$ cat src/rtl/shift_wb.sv
// Write-back stage for the shift/ALU pipeline: one pending result slot that
// commits a cycle after acceptance, with a bypass on the register read port.
module shift_wb #(
    parameter int NREG = 8
) (
    input  logic        clk,
    input  logic        rst,
    input  logic        in_valid,
    output logic        in_ready,
    input  logic [3:0]  in_op,
    input  logic [2:0]  in_rd,
    input  logic [15:0] in_result,
    input  logic [3:0]  in_szcv,
    input  logic [2:0]  rd_addr,
    output logic [15:0] rd_data,
    output logic [3:0]  flags,
    output logic [15:0] out_port,
    output logic        halted
);

    typedef enum logic {
        RUN  = 1'b0,
        HALT = 1'b1
    } state_t;

    localparam logic [3:0] OP_OUT = 4'b1101;
    localparam logic [3:0] OP_HLT = 4'b1111;

    // Ops whose result lands in the register file (CMP, 0111, OUT, 1110, HLT do not).
    function automatic logic writes_reg(input logic [3:0] op);
        return (op <= 4'b0100) || (op == 4'b0110) || (op >= 4'b1000 && op <= 4'b1100);
    endfunction

    function automatic logic writes_flags(input logic [3:0] op);
        return (op <= 4'b0110) || (op >= 4'b1000 && op <= 4'b1011);
    endfunction

    state_t      state_q, state_d;
    logic        p_valid_q, p_valid_d;
    logic [3:0]  p_op_q, p_op_d;
    logic [2:0]  p_rd_q, p_rd_d;
    logic [15:0] p_result_q, p_result_d;
    logic [3:0]  p_szcv_q, p_szcv_d;
    logic [3:0]  flags_q, flags_d;
    logic [15:0] out_port_q, out_port_d;
    logic [15:0] regs_q [NREG];

    logic accept;
    logic commit_wr;

    assign in_ready  = (state_q == RUN);
    assign halted    = (state_q == HALT);
    assign accept    = in_valid && in_ready;
    assign commit_wr = p_valid_q && writes_reg(p_op_q);

    always_comb begin
        // NOTE: every signal gets a default first so no path leaves it unassigned and infers a latch.
        state_d    = state_q;
        p_valid_d  = accept;
        p_op_d     = p_op_q;
        p_rd_d     = p_rd_q;
        p_result_d = p_result_q;
        p_szcv_d   = p_szcv_q;
        flags_d    = flags_q;
        out_port_d = out_port_q;

        // Payload is only captured on acceptance, so idle-cycle X never enters the slot.
        if (accept) begin
            p_op_d     = in_op;
            p_rd_d     = in_rd;
            p_result_d = in_result;
            p_szcv_d   = in_szcv;
            if (in_op == OP_HLT) begin
                state_d = HALT;
            end
        end

        if (p_valid_q) begin
            if (writes_flags(p_op_q)) begin
                flags_d = p_szcv_q;
            end
            if (p_op_q == OP_OUT) begin
                out_port_d = p_result_q;
            end
        end
    end

    always_ff @(posedge clk) begin
        // NOTE: sequential state uses non-blocking assignments so every flop samples pre-edge values.
        if (rst) begin
            state_q    <= RUN;
            p_valid_q  <= 1'b0;
            p_op_q     <= '0;
            p_rd_q     <= '0;
            p_result_q <= '0;
            p_szcv_q   <= '0;
            flags_q    <= '0;
            out_port_q <= '0;
            // NOTE: the register file must read zero after reset, so it is built from resettable flops rather than RAM.
            for (int i = 0; i < NREG; i++) begin
                regs_q[i] <= '0;
            end
        end else begin
            state_q    <= state_d;
            p_valid_q  <= p_valid_d;
            p_op_q     <= p_op_d;
            p_rd_q     <= p_rd_d;
            p_result_q <= p_result_d;
            p_szcv_q   <= p_szcv_d;
            flags_q    <= flags_d;
            out_port_q <= out_port_d;
            if (commit_wr) begin
                regs_q[p_rd_q] <= p_result_q;
            end
        end
    end

    // Pending writer bypasses the register file so a dependent read sees it a cycle early.
    assign rd_data  = (commit_wr && (p_rd_q == rd_addr)) ? p_result_q : regs_q[rd_addr];
    assign flags    = flags_q;
    assign out_port = out_port_q;

endmodule

$ cat config.mk
export PLATFORM = sky130hd
export DESIGN_NAME = shift_wb
export DESIGN_NICKNAME = d
export VERILOG_FILES = /design/src/rtl/shift_wb.sv
export SDC_FILE = /design/constraint.sdc
export NUM_CORES = 1
export LEC_CHECK = 0
export CAP_MARGIN = 20
export CORE_MARGIN = 2
export CORE_UTILIZATION = 55
export CTS_CLUSTER_SIZE = 16
export DETAILED_ROUTE_END_ITERATION = 8
export DONT_BUFFER_PORTS = 1
export PLACE_DENSITY_LB_ADDON = 0.15
export SYNTH_ARGS = -nofsm -noshare
export SYNTH_HDL_FRONTEND = slang
export SYNTH_SLANG_ARGS = --single-unit
$ cat constraint.sdc
create_clock -name clk -period 3.2 [get_ports clk]
set_input_delay 0.8 -clock clk [delete_from_list [all_inputs] [get_ports clk]]
set_output_delay 0.8 -clock clk [all_outputs]
set_load 0.1 [all_outputs]
Word-level counts from Yosys, hierarchy flattened
Memories as Yosys holds them, arrays and structs flattened.
Cells that the tools add are included.
{"block": "classes", "order_cmp": 5, "n_eq_ne": 4, "muxes": 9, "bitwise": 1, "reduce_logical": 12}
{"op": "$mux W16", "count": 2}
{"op": "$reduce_or A16 Y1", "count": 1}
{"op": "$eq A4 B4 Y1 const B", "count": 2}
{"op": "$le A4 B3 Y1 const B", "count": 2}
{"op": "$le A4 B4 Y1 const B", "count": 2}
{"op": "$mux W1", "count": 6}
{"op": "$reduce_and A2 Y1", "count": 3}
{"op": "$logic_and A1 B1 Y1", "count": 5}
{"op": "$eq A4 B3 Y1 const B", "count": 1}
{"op": "$ge A4 B4 Y1 const B", "count": 1}
{"op": "$eq A3 B3 Y1", "count": 1}
{"op": "$logic_or A1 B1 Y1", "count": 3}
{"op": "$mux W3", "count": 1}
{"op": "$not A1 Y1", "count": 1}
{"block": "word_totals", "register_bits": 49, "mem_bits_rw": 128, "in_bits": 33, "output_inout_bits": 38, "wordCells": 40, "mem_count": 1}
{"memory": "regs_q", "words": 8, "word_bits": 16, "rd": 1, "rd_ports_with_merged_regs": 0, "write_ports": 8, "line_no": "46", "text": "logic [15:0] regs_q [NREG];"}

Depth between registers and ports, before layout
Gate-level depths: netlist of the first run.
{"block": "logic_depth", "word_depth": 9, "mapped_depth": 6, "ltp_nobuf": 4}

Least setup slack after synthesis of the first run
No wires, ideal clock.
{"block": "synth_path", "kind": "input-to-output", "from": "input port rd_addr[1]", "to": "output port rd_data[0]", "arrival_time_ps": 2373, "t_required_ps": 2400, "slack_ps": 27, "cell_stages": 5, "path_buffers": 2, "cell_sequence": "clkbuf_1 -> clkbuf_1 -> mux4_2 -> mux2_2 -> mux2_2"}
{"block": "synth_between", "elab_chain_cells": 3, "elab_cells_between_ends": 4, "classes_between": "1 x eq/ne; 1 x mux; 1 x reduce/logical; 1 x memory"}
{"element": "start, declared", "line_no": "14", "text": "input logic [2:0] rd_addr,"}
{"element": "branches (longest 2 deep; another with $mem_v2 Z8 W16)"}
{"element": "$mux W16 *", "line_no": "119", "text": "assign rd_data = (commit_wr && (p_rd_q == rd_addr)) ? p_result_q : regs_q[rd_addr];"}
{"element": "end, declared", "line_no": "15", "text": "output logic [15:0] rd_data,"}
Mark *: on every way between the ends.

Final worst setup path of the first run
{"block": "layout_path", "from": "register p_op_q[1]", "to": "output port rd_data[7]"}
{"block": "layout_between", "elab_chain_cells": 6, "elab_cells_between_ends": 10, "classes_between": "3 x order compare; 1 x eq/ne; 1 x mux; 5 x reduce/logical"}
{"element": "start, declared", "line_no": "40", "text": "logic [3:0] p_op_q, p_op_d;"}
{"element": "start signal, assigned", "line_no": "106", "text": "p_op_q <= p_op_d;"}
{"element": "$le A4 B3 Y1, or another cell as far along", "line_no": "31", "text": "return (op <= 4'b0100) || (op == 4'b0110) || (op >= 4'b1000 && op <= 4'b1100);"}
{"element": "$logic_or A1 B1 Y1 / $logic_and A1 B1 Y1 (equally long branches)", "line_no": "31"}
{"element": "$logic_or A1 B1 Y1 *", "line_no": "31"}
{"element": "$logic_and A1 B1 Y1 *", "line_no": "54", "text": "assign commit_wr = p_valid_q && writes_reg(p_op_q);"}
{"element": "$logic_and A1 B1 Y1 *", "line_no": "119"}
{"element": "$mux W16 *", "line_no": "119"}
Mark *: on every way between the ends. The rest lies on a longest branch, timed or not.

==> run_results.csv, run 1 <==
group,metric,value,unit
synthesis,yosys_warnings,0,
detailed_routing,via_per_inst,5.77,
finish,fin_util,0.640,
detailed_routing,final_antenna_net_count,0,
synthesis,syn_nets,612,
sta,slew_headroom,0.337,
grt,grt_start_max_net_pins,63,
finish,layout-drive-gt1-share,0.187,
clock_tree,clk_path_buf_depth,2,
setup_path,cp_num_buf_inv,2,
sta,tightest_slew,993,ps
power,ir_drop,0.430,mV
clock_tree,post_cts_resized,0,
power,power.total,0.00519,W
detailed_routing,wirelength,17100,um
finish,fill_cells,1054,
sta,fin_crit_sh,0.947,
die,die_h,124,um
place,finalWeightedCongestion,0.727,
sta,fin_hold_ws,426,ps
setup_path,crit_family,"buffers and inverters",
setup_path,crit_slowest_cell,"mux2_2",
synthesis,synth-seq-area-share,0.610,
place,hpwl,9920,um
sta,period_minus_slack,3030,ps
detailed_routing,wire_per_inst,22.0,um
detailed_routing,via_count,4466,
setup_path,arrival,2230,ps
sta,clock.fmax,0.330,GHz
run,maxCapViolCount,0,
status,status,"finished clean",
clock_tree,cts_buffers,17,
synthesis,synth_top_area_cell,"edfxtp_1",
power,p_per_area,579,nW/um^2
die,core,14000,um^2
setup_path,crit_path_end_kind,"output pin",
setup_path,criticalPathCategory,"register to output pin",
worst_hold_path,hold_class,"primary input to register",
synthesis,ys_seq_elements,177,
grt,grt_overflow,0,
place,port_buffers,0,
sta,hold_violations,0,
detailed_routing,firstDrtPassIters,4,
sta,rsz0062_at_grt,"no",
finish,nNetsFinal,614,
detailed_routing,dr.first_iter.drc_count,387,
detailed_routing,drcViolationCount,0,
die,die_width,124,um
finish,diodes,0,
synthesis,synth_area,7910,um^2
die,initial_core_util,0.565,
grt,grt_pass1_wl,26000,um
sta,fin_tns_setup,0,ps
grt,antenna_found_initial,0,
finish,syn_to_final_growth,13.1,%
clock_tree,ctsHtreeMaxLevel,4,
synthesis,syn_area_per_cell,13.7,um^2
clock_tree,holdBufCountCts,0,
setup_path,worst_ep_required_time,2400,ps
setup_path,cpPeakStageDelay,390,ps
sta,setup_violations,0,
setup_path,startpoint_type,"register",
clock_tree,insertion_delay,440,ps
die,num_io_pins,71,
clock_tree,cts_tree,"done",
grt,track_usage,0.241,
clock_tree,path_clk_slew,60,ps
clock_tree,cts_setup_buffers,0,
synthesis,synth_top_area_frac,0.486,
power,p_leak,3.53,nW
die,dieArea,15400,um^2
synthesis,ys_top_cells_by_area,"edfxtp_1 (49%), dfxtp_1 (12%), and2_1 (10%), mux4_1 (9.3%), mux2_2 (4.6%)",
clock_tree,cts_sinks,177,
die,fp-row-count,43,
synthesis,netlist_instances,579,
synthesis,synthDistinctLibCells,29,
sta,clock_skew,9.18,ps
clock_tree,root_buffer,"clkbuf_16",
grt,grt_pass1_vias,4633,
setup_path,cp_max_fo,10,
setup_path,crit_chain,"a21oi_2, o21ai_1, nor4_4, buf_4, mux2_2, buf_12",
sta,drv_slew,0,
==> layout make-up <==
type                            count  area, um^2  area share
Inverter                            3        11.3     0.00126
Tap cell                          180         225      0.0252
Sequential cell                   177        4820       0.539
Timing Repair Buffer               31         440      0.0492
Clock buffer                       21         504      0.0563
Multi-Input combinational cell    351        2850       0.319
Clock inverter                     11        90.1      0.0101
==> worst register-to-register path, stage by stage (launching register included) <==
cell and delay, ps:
dfxtp_1 490, or3b_1 400, nor2_1 150, or2_2 520
==> worst paths after layout <==
path	slack [ps]	startpoint	to	cells after the start
setup / recovery	170	p_op_q[1]$_SDFFE_PP0P_	rd_data[7]	6
hold / removal	430	rst	p_szcv_q[3]$_SDFFE_PP0P_	1
setup reg to reg	1270	p_rd_q[2]$_SDFFE_PP0P_	regs_q[4][9]$_SDFFCE_PN0P_	3
hold reg to reg	450	p_szcv_q[0]$_SDFFE_PP0P_	p_szcv_q[0]$_SDFFE_PP0P_	2
==> registers in the layout (all words and copies together), names as in the netlist <==
| signal | count |
|---|---|
| flags | 4 |
| regs_q | 128 |
| out_port | 16 |
| p_valid_q | 1 |
| p_result_q | 16 |
| halted | 1 |
| p_rd_q | 3 |
| p_op_q | 4 |
| p_szcv_q | 4 |
==> cells by family after synthesis <==
group,count (synthesis),share of synthesized area
flip-flops,177,0.610
multiplexers,84,0.175
AO/OA/AOI/OAI,34,0.0226
AND/OR/NAND/NOR,230,0.159
buffers and inverters,51,0.0296
XOR/XNOR,3,0.00332
==> metal layers <==
layer,track usage,vias to the layer above,part of all wire
met5,0,-,0
met3,0.0659,22,0.072
met4,0.0758,0,0.015
li1,-,2068,-
met2,0.386,153,0.48
met1,0.324,2223,0.43
==> through the flow <==
stage | cells | area (um^2) | setup WS, ps
floorplan | 579 | 7910 | 27.1
finish | 774 | 8950 | 170
detailed placement | 741 | 8340 | 295
global route | 774 | 8950 | 55.6
CTS | 773 | 8930 | 148
global placement | 741 | 8340 | 303
==> layout by cell type, fill, tap and decap left out, types with 2 or more instances in the layout <==
cell type / n
buf_4: 14
and2_1: 128
mux4_2: 4
edfxtp_1: 128
inv_1: 3
buf_12: 16
nor2_1: 28
nor4_2: 2
clkinvlp_4: 2
nand2_1: 56
or2_2: 8
mux2_2: 32
clkbuf_16: 20
mux4_1: 28
inv_6: 3
clkinv_4: 5
o211ai_1: 2
mux2i_1: 20
a21oi_1: 29
dfxtp_1: 49
o21ai_1: 2
xor2_1: 3
==> synth_stat cells <==
cell	n
edfxtp_1	128
mux2i_1	20
and2_1	128
buf_1	2
or2_2	8
mux2_2	32
o21ai_1	2
a21oi_1	29
clkbuf_1	39
nor2b_1	2
or3b_1	1
nand2_1	56
a21oi_2	1
dfxtp_1	49
o211ai_1	2
nand4_1	1
buf_2	1
inv_1	3
xor2_1	3
nor2_1	28
mux4_2	4
and3_1	1
buf_4	1
nor4_2	2
mux4_1	28
buf_6	5
nand3b_1	1
nor4_4	1
nand3_1	1
==> where the power goes <==
part	switching (W)	internal [W]
logic	0.000319	0.000212
clock network	0.000909	0.00115
registers	0.0000670	0.00253
total	0.00129	0.00389
Note: power is estimated with default switching activity, not from simulation.
==> inputs of run 2 (changes only) <==
--- a/config.mk
+++ b/config.mk
@@ -12,6 +12,7 @@
 export DETAILED_ROUTE_END_ITERATION = 8
 export DONT_BUFFER_PORTS = 1
 export PLACE_DENSITY_LB_ADDON = 0.15
+export SLEW_MARGIN = 20
 export SYNTH_ARGS = -nofsm -noshare
 export SYNTH_HDL_FRONTEND = slang
 export SYNTH_SLANG_ARGS = --single-unit
==> constraint.sdc (replaced) <==
create_clock -name clk -period 3.91 [get_ports clk]
set_input_delay 0.9775 -clock clk [delete_from_list [all_inputs] [get_ports clk]]
set_output_delay 0.9775 -clock clk [all_outputs]
set_load 0.1 [all_outputs]
==> run 2 against run 1 <==
Hold slack gained 30 ps. Critical path type is now primary input to output pin. Critical path depth fell by 2. Largest cell class unchanged. Sequential cell count did not move. Clock-buffer cell count increased by 1. Total power is 20% lower. Sequential share of layout area is 0.36 points higher. First-iteration DRC count rose by 14%.
==> run_results.csv, run 2 (same netlist as run 1, synthesis figures left out) <==
group,metric,value,unit
setup_path,cpPeakStageDelay,580,ps
sta,fin_crit_sh,0.839,
sta,hold_violations,0,
finish,layout-drive-gt1-share,0.181,
sta,period_minus_slack,3280,ps
place,placed_cell_area,8320,um^2
finish,regMostFlops,"regs_q",
finish,layout.cells.non_filler,771,
worst_hold_path,hp-start,"p_szcv_q[1]$_SDFFE_PP0P_",
clock_tree,root_buffer,"clkbuf_16",
power,switching_share,0.246,
setup_path,crit_chain,"mux4_1, mux2_2, mux2_2, buf_12",
detailed_routing,firstDrtPassIters,5,
detailed_routing,wirelength,17000,um
grt,track_usage,0.237,
finish,multiInputGateArea,2860,um^2
detailed_routing,drcViolationCount,0,
power,power.share.clock,0.385,
sta,slew_headroom,0.289,
clock_tree,post_cts_resized,0,
finish,nNetsFinal,611,
clock_tree,holdBufCountCts,0,
grt,antenna_found_initial,0,
clock_tree,cts_tree,"done",
power,power.internal,0.00314,W
sta,clock_skew,7.78,ps
sta,clock.fmax,0.305,GHz
setup_path,ff2ff_setup_slack,1260,ps
setup_path,criticalPathCategory,"primary input to output pin",
finish,fill_cells,1037,
finish,syn_to_final_growth,12.4,%
sta,drv_slew,0,
detailed_routing,wire_per_inst,22.1,um
die,dieArea,15400,um^2
die,die_h,124,um
clock_tree,ctsHtreeMaxLevel,4,
worst_hold_path,holdPathEnd,"p_szcv_q[1]$_SDFFE_PP0P_",
grt,grt_pass1_vias,4622,
finish,finalInstanceArea,8890,um^2
detailed_routing,dr.first_iter.drc_count,440,
setup_path,crit_family,"multiplexers",
sta,rsz0062_at_grt,"no",
finish,largest_reg_flops,128,
place,hpwl,9840,um
worst_hold_path,hold_depth,2,
clock_tree,cts_sinks,177,
worst_hold_path,hold_class,"register to register",
finish,layout_common_cells,"and2_1 (128), edfxtp_1 (128), nand2_1 (56)",
setup_path,crit_top_cell,"mux2_2",
setup_path,r2r_start,"halted$_SDFFE_PP0P_",
detailed_routing,final_antenna_net_count,0,
sta,tightest_slew,1060,ps
setup_path,cp_max_fo,33,
setup_path,arrival,2300,ps
power,power.switching,0.00102,W
finish,diodes,0,
status,status,"finished clean",
clock_tree,cts_setup_buffers,0,
sta,fin_tns_setup,0,ps
die,num_io_pins,71,
setup_path,critPathLaunch,"rd_addr[0]",
power,ir_drop,0.338,mV
setup_path,reg2reg_to,"p_result_q[9]$_SDFFE_PP0P_",
place,port_buffers,0,
run,maxCapViolCount,0,
grt,grt_start_max_net_pins,63,
setup_path,startpoint_type,"primary input",
grt,grt_pass1_wl,25700,um
die,core,14000,um^2
setup_path,worst_ep_required_time,2930,ps
place,dp_cells,739,
setup_path,cp_num_buf_inv,1,
detailed_routing,via_per_inst,5.83,
finish,register_area,4820,um^2
clock_tree,insertion_delay,430,ps
clock_tree,clk_path_buf_depth,2,
die,initial_core_util,0.565,
setup_path,crit_slowest_cell,"mux4_1",
power,p_leak,3.51,nW
power,p_comb_frac,0.103,
grt,grt_overflow,0,
setup_path,crit_path_end_kind,"output pin",
detailed_routing,via_count,4494,
die,die_width,124,um
clock_tree,path_clk_slew,60,ps
power,p_seq_frac,0.512,
place,finalWeightedCongestion,0.720,
setup_path,r2r.worst_path.cells,5,
die,fp-row-count,43,
clock_tree,cts_buffers,17,
power,p_per_area,468,nW/um^2
sta,setup_violations,0,
==> run 2: final cells by class <==
class / count / area share
Sequential cell: 177 / 0.543
Multi-Input combinational cell: 351 / 0.322
Clock buffer: 22 / 0.0546
Timing Repair Buffer: 28 / 0.0462
Tap cell: 180 / 0.0253
Clock inverter: 10 / 0.00831
Inverter: 3 / 0.00127
==> run 2: per-layer routing <==
metal  vias to the layer above  global-route usage  share of wire
li1                       2068                   -              -
met1                      2241               0.317           0.43
met2                       159               0.383           0.49
met3                        26              0.0485          0.062
met4                         0              0.0934          0.019
met5                         -                   0              0
==> run 2: per-stage QoR <==
step	hold WS [ps]	util	setup slack, ps	total power [W]
2_1_floorplan	436	-	382	0.00248
3_3_place_gp	436	0.595	657	0.00260
3_5_place_dp	448	0.595	634	0.00260
4_1_cts	457	0.635	630	0.00418
5_1_grt	485	0.635	598	0.00427
6_report	456	0.635	628	0.00416
==> run 2: how the worst max path moves through the flow <==
stage                       endpoint  slack, ps  depth (start not counted)
after floorplan           rd_data[0]        380                          5
after global placement    rd_data[3]        660                          4
after detailed placement  rd_data[3]        630                          4
after CTS                 rd_data[3]        630                          4
after global routing      rd_data[2]        600                          6
final                     rd_data[3]        630                          4
==> run 2: power groups by stage <==
stage	combinational (W)	clock, W	sequential (W)
after floorplan	0.000341	0	0.00214
after global placement	0.000428	0	0.00217
after detailed placement	0.000432	0	0.00217
after CTS	0.000433	0.00162	0.00213
after global routing	0.000448	0.00169	0.00214
final	0.000428	0.00160	0.00213
==> run 2: worst min-delay path, delay by kind of cell, from the launching register on <==
family | cells | cell delay [ps]
AOI/OAI and AO/OA | 1 | 50
DFF | 1 | 310
and+or+nand+nor | 1 | 50
==> inputs of run 3 (changes only) <==
==> constraint.sdc (replaced) <==
create_clock -name clk -period 3.2 [get_ports clk]
set_input_delay 0.8 -clock clk [delete_from_list [all_inputs] [get_ports clk]]
set_output_delay 0.8 -clock clk [all_outputs]
set_load 0.1 [all_outputs]
==> run 3 against run 2 <==
Setup slack worse by 450 ps. Sequential share of layout area down 0.29 points. Clock skew increased by 2.0 ps. Critical path depth up 2. Register-to-register slack hardly changed. Final cell count up 0.26%. Largest power group unchanged. Clock power up 28%. Wire length is 0.55% higher. Largest cell class unchanged. Sequential power rose by 22%. First-iteration DRC count increased by 1.4%.
==> run_results.csv, run 3 (same netlist as run 1, synthesis figures left out) <==
group,metric,value,unit
status,status,"finished clean",
clock_tree,ctsHtreeMaxLevel,4,
sta,period_minus_slack,3030,ps
detailed_routing,wl_met3,1290,um
clock_tree,cts_buffers,17,
sta,clock.fmax,0.330,GHz
sta,rsz0062_at_grt,"no",
setup_path,crit_chain,"a21oi_2, o21ai_1, nor4_4, buf_4, mux2_2, buf_12",
clock_tree,root_buffer,"clkbuf_16",
sta,slew_headroom,0.337,
setup_path,crit_path_end_kind,"output pin",
setup_path,cpPeakStageDelay,390,ps
detailed_routing,via_per_inst,5.81,
detailed_routing,wire_per_inst,22.1,um
setup_path,r2r_start,"p_rd_q[2]$_SDFFE_PP0P_",
place,hpwl,9920,um
finish,diodes,0,
die,core,14000,um^2
sta,tightest_slew,993,ps
detailed_routing,wirelength,17100,um
die,die_width,124,um
worst_hold_path,hold_class,"primary input to register",
setup_path,criticalPathCategory,"register to output pin",
detailed_routing,final_antenna_net_count,0,
worst_hold_path,hp-start,"rst",
finish,largest_reg_flops,128,
detailed_routing,dr.max_layer_used,"met4",
sta,drv_slew,0,
detailed_routing,dr.first_iter.drc_count,446,
sta,setup_violations,0,
power,power.total,0.00518,W
power,ir_drop,0.424,mV
die,dieArea,15400,um^2
clock_tree,path_clk_slew,60,ps
sta,fin_crit_sh,0.946,
run,maxCapViolCount,0,
finish,nNetsFinal,613,
power,p_per_area,580,nW/um^2
setup_path,cp_max_fo,10,
clock_tree,holdBufCountCts,0,
clock_tree,clk_path_buf_depth,2,
detailed_routing,met2_length,8180,um
clock_tree,cts_sinks,177,
grt,grt_start_max_net_pins,63,
finish,fill_cells,1054,
power,p_leak,3.53,nW
clock_tree,insertion_delay,440,ps
die,num_io_pins,71,
detailed_routing,via_count,4490,
die,die_h,124,um
setup_path,critPathLaunch,"p_op_q[1]$_SDFFE_PP0P_",
die,fp-row-count,43,
place,finalWeightedCongestion,0.727,
grt,antenna_found_initial,0,
setup_path,arrival,2230,ps
sta,fin_tns_setup,0,ps
grt,grt_pass1_wl,26000,um
grt,grt_overflow,0,
detailed_routing,wl_met1,7370,um
detailed_routing,drcViolationCount,0,
sta,hold_violations,0,
die,initial_core_util,0.565,
clock_tree,cts_tree,"done",
finish,regMostFlops,"regs_q",
clock_tree,post_cts_resized,0,
grt,grt_pass1_vias,4633,
setup_path,startpoint_type,"register",
detailed_routing,firstDrtPassIters,6,
finish,layout-drive-gt1-share,0.187,
finish,syn_to_final_growth,13.0,%
setup_path,crit_slowest_cell,"mux2_2",
setup_path,worst_ep_required_time,2400,ps
sta,clock_skew,9.77,ps
grt,track_usage,0.241,
clock_tree,cts_setup_buffers,0,
finish,layout_common_cells,"and2_1 (128), edfxtp_1 (128), nand2_1 (55)",
place,port_buffers,0,
run 3: power breakdown:
group / internal, W / total [W] / switching (W)
Combinational: 0.000210 / 0.000529 / 0.000319
Sequential: 0.00253 / 0.00260 / 0.0000667
Clock: 0.00115 / 0.00205 / 0.000907
run 3: critical path, delay by kind of cell (launching register included):
family	cells	cell delay, ps
compound gates	2	300
buf+inv	2	440
flops	1	340
mux	1	390
simple gates	1	310
run 3: area by class of cell:
cell class / count / area [um^2] / area share
Sequential cell: 177 / 4820 / 0.540
Timing Repair Buffer: 30 / 425 / 0.0476
Inverter: 3 / 11.3 / 0.00126
Clock inverter: 11 / 90.1 / 0.0101
Tap cell: 180 / 225 / 0.0252
Multi-Input combinational cell: 351 / 2860 / 0.320
Clock buffer: 21 / 504 / 0.0564
run 3: final timing paths:
path | end | slack (ps) | cells past startpoint
max reg2reg | regs_q[4][1]$_SDFFCE_PN0P_ | 1270 | 3
max | rd_data[7] | 170 | 6
min reg2reg | p_szcv_q[0]$_SDFFE_PP0P_ | 450 | 2
min | p_szcv_q[3]$_SDFFE_PP0P_ | 430 | 1
run 3: routing by layer:
layer / vias up / GRT usage
li1: 2069 / -
met1: 2223 / 0.324
met2: 175 / 0.386
met3: 23 / 0.0659
met4: 0 / 0.0758
met5: - / 0
run 3: metrics by stage:
step / hold WS [ps] / cell area, um^2 / utilization / instances / worst slack, ps
global route: 408 / 8940 / 0.639 / 773 / 55.6
global placement: 436 / 8340 / 0.596 / 741 / 303
detailed placement: 441 / 8340 / 0.596 / 741 / 295
floorplan: 436 / 7910 / - / 579 / 27.1
finish: 430 / 8940 / 0.639 / 773 / 173
CTS: 415 / 8930 / 0.639 / 773 / 148
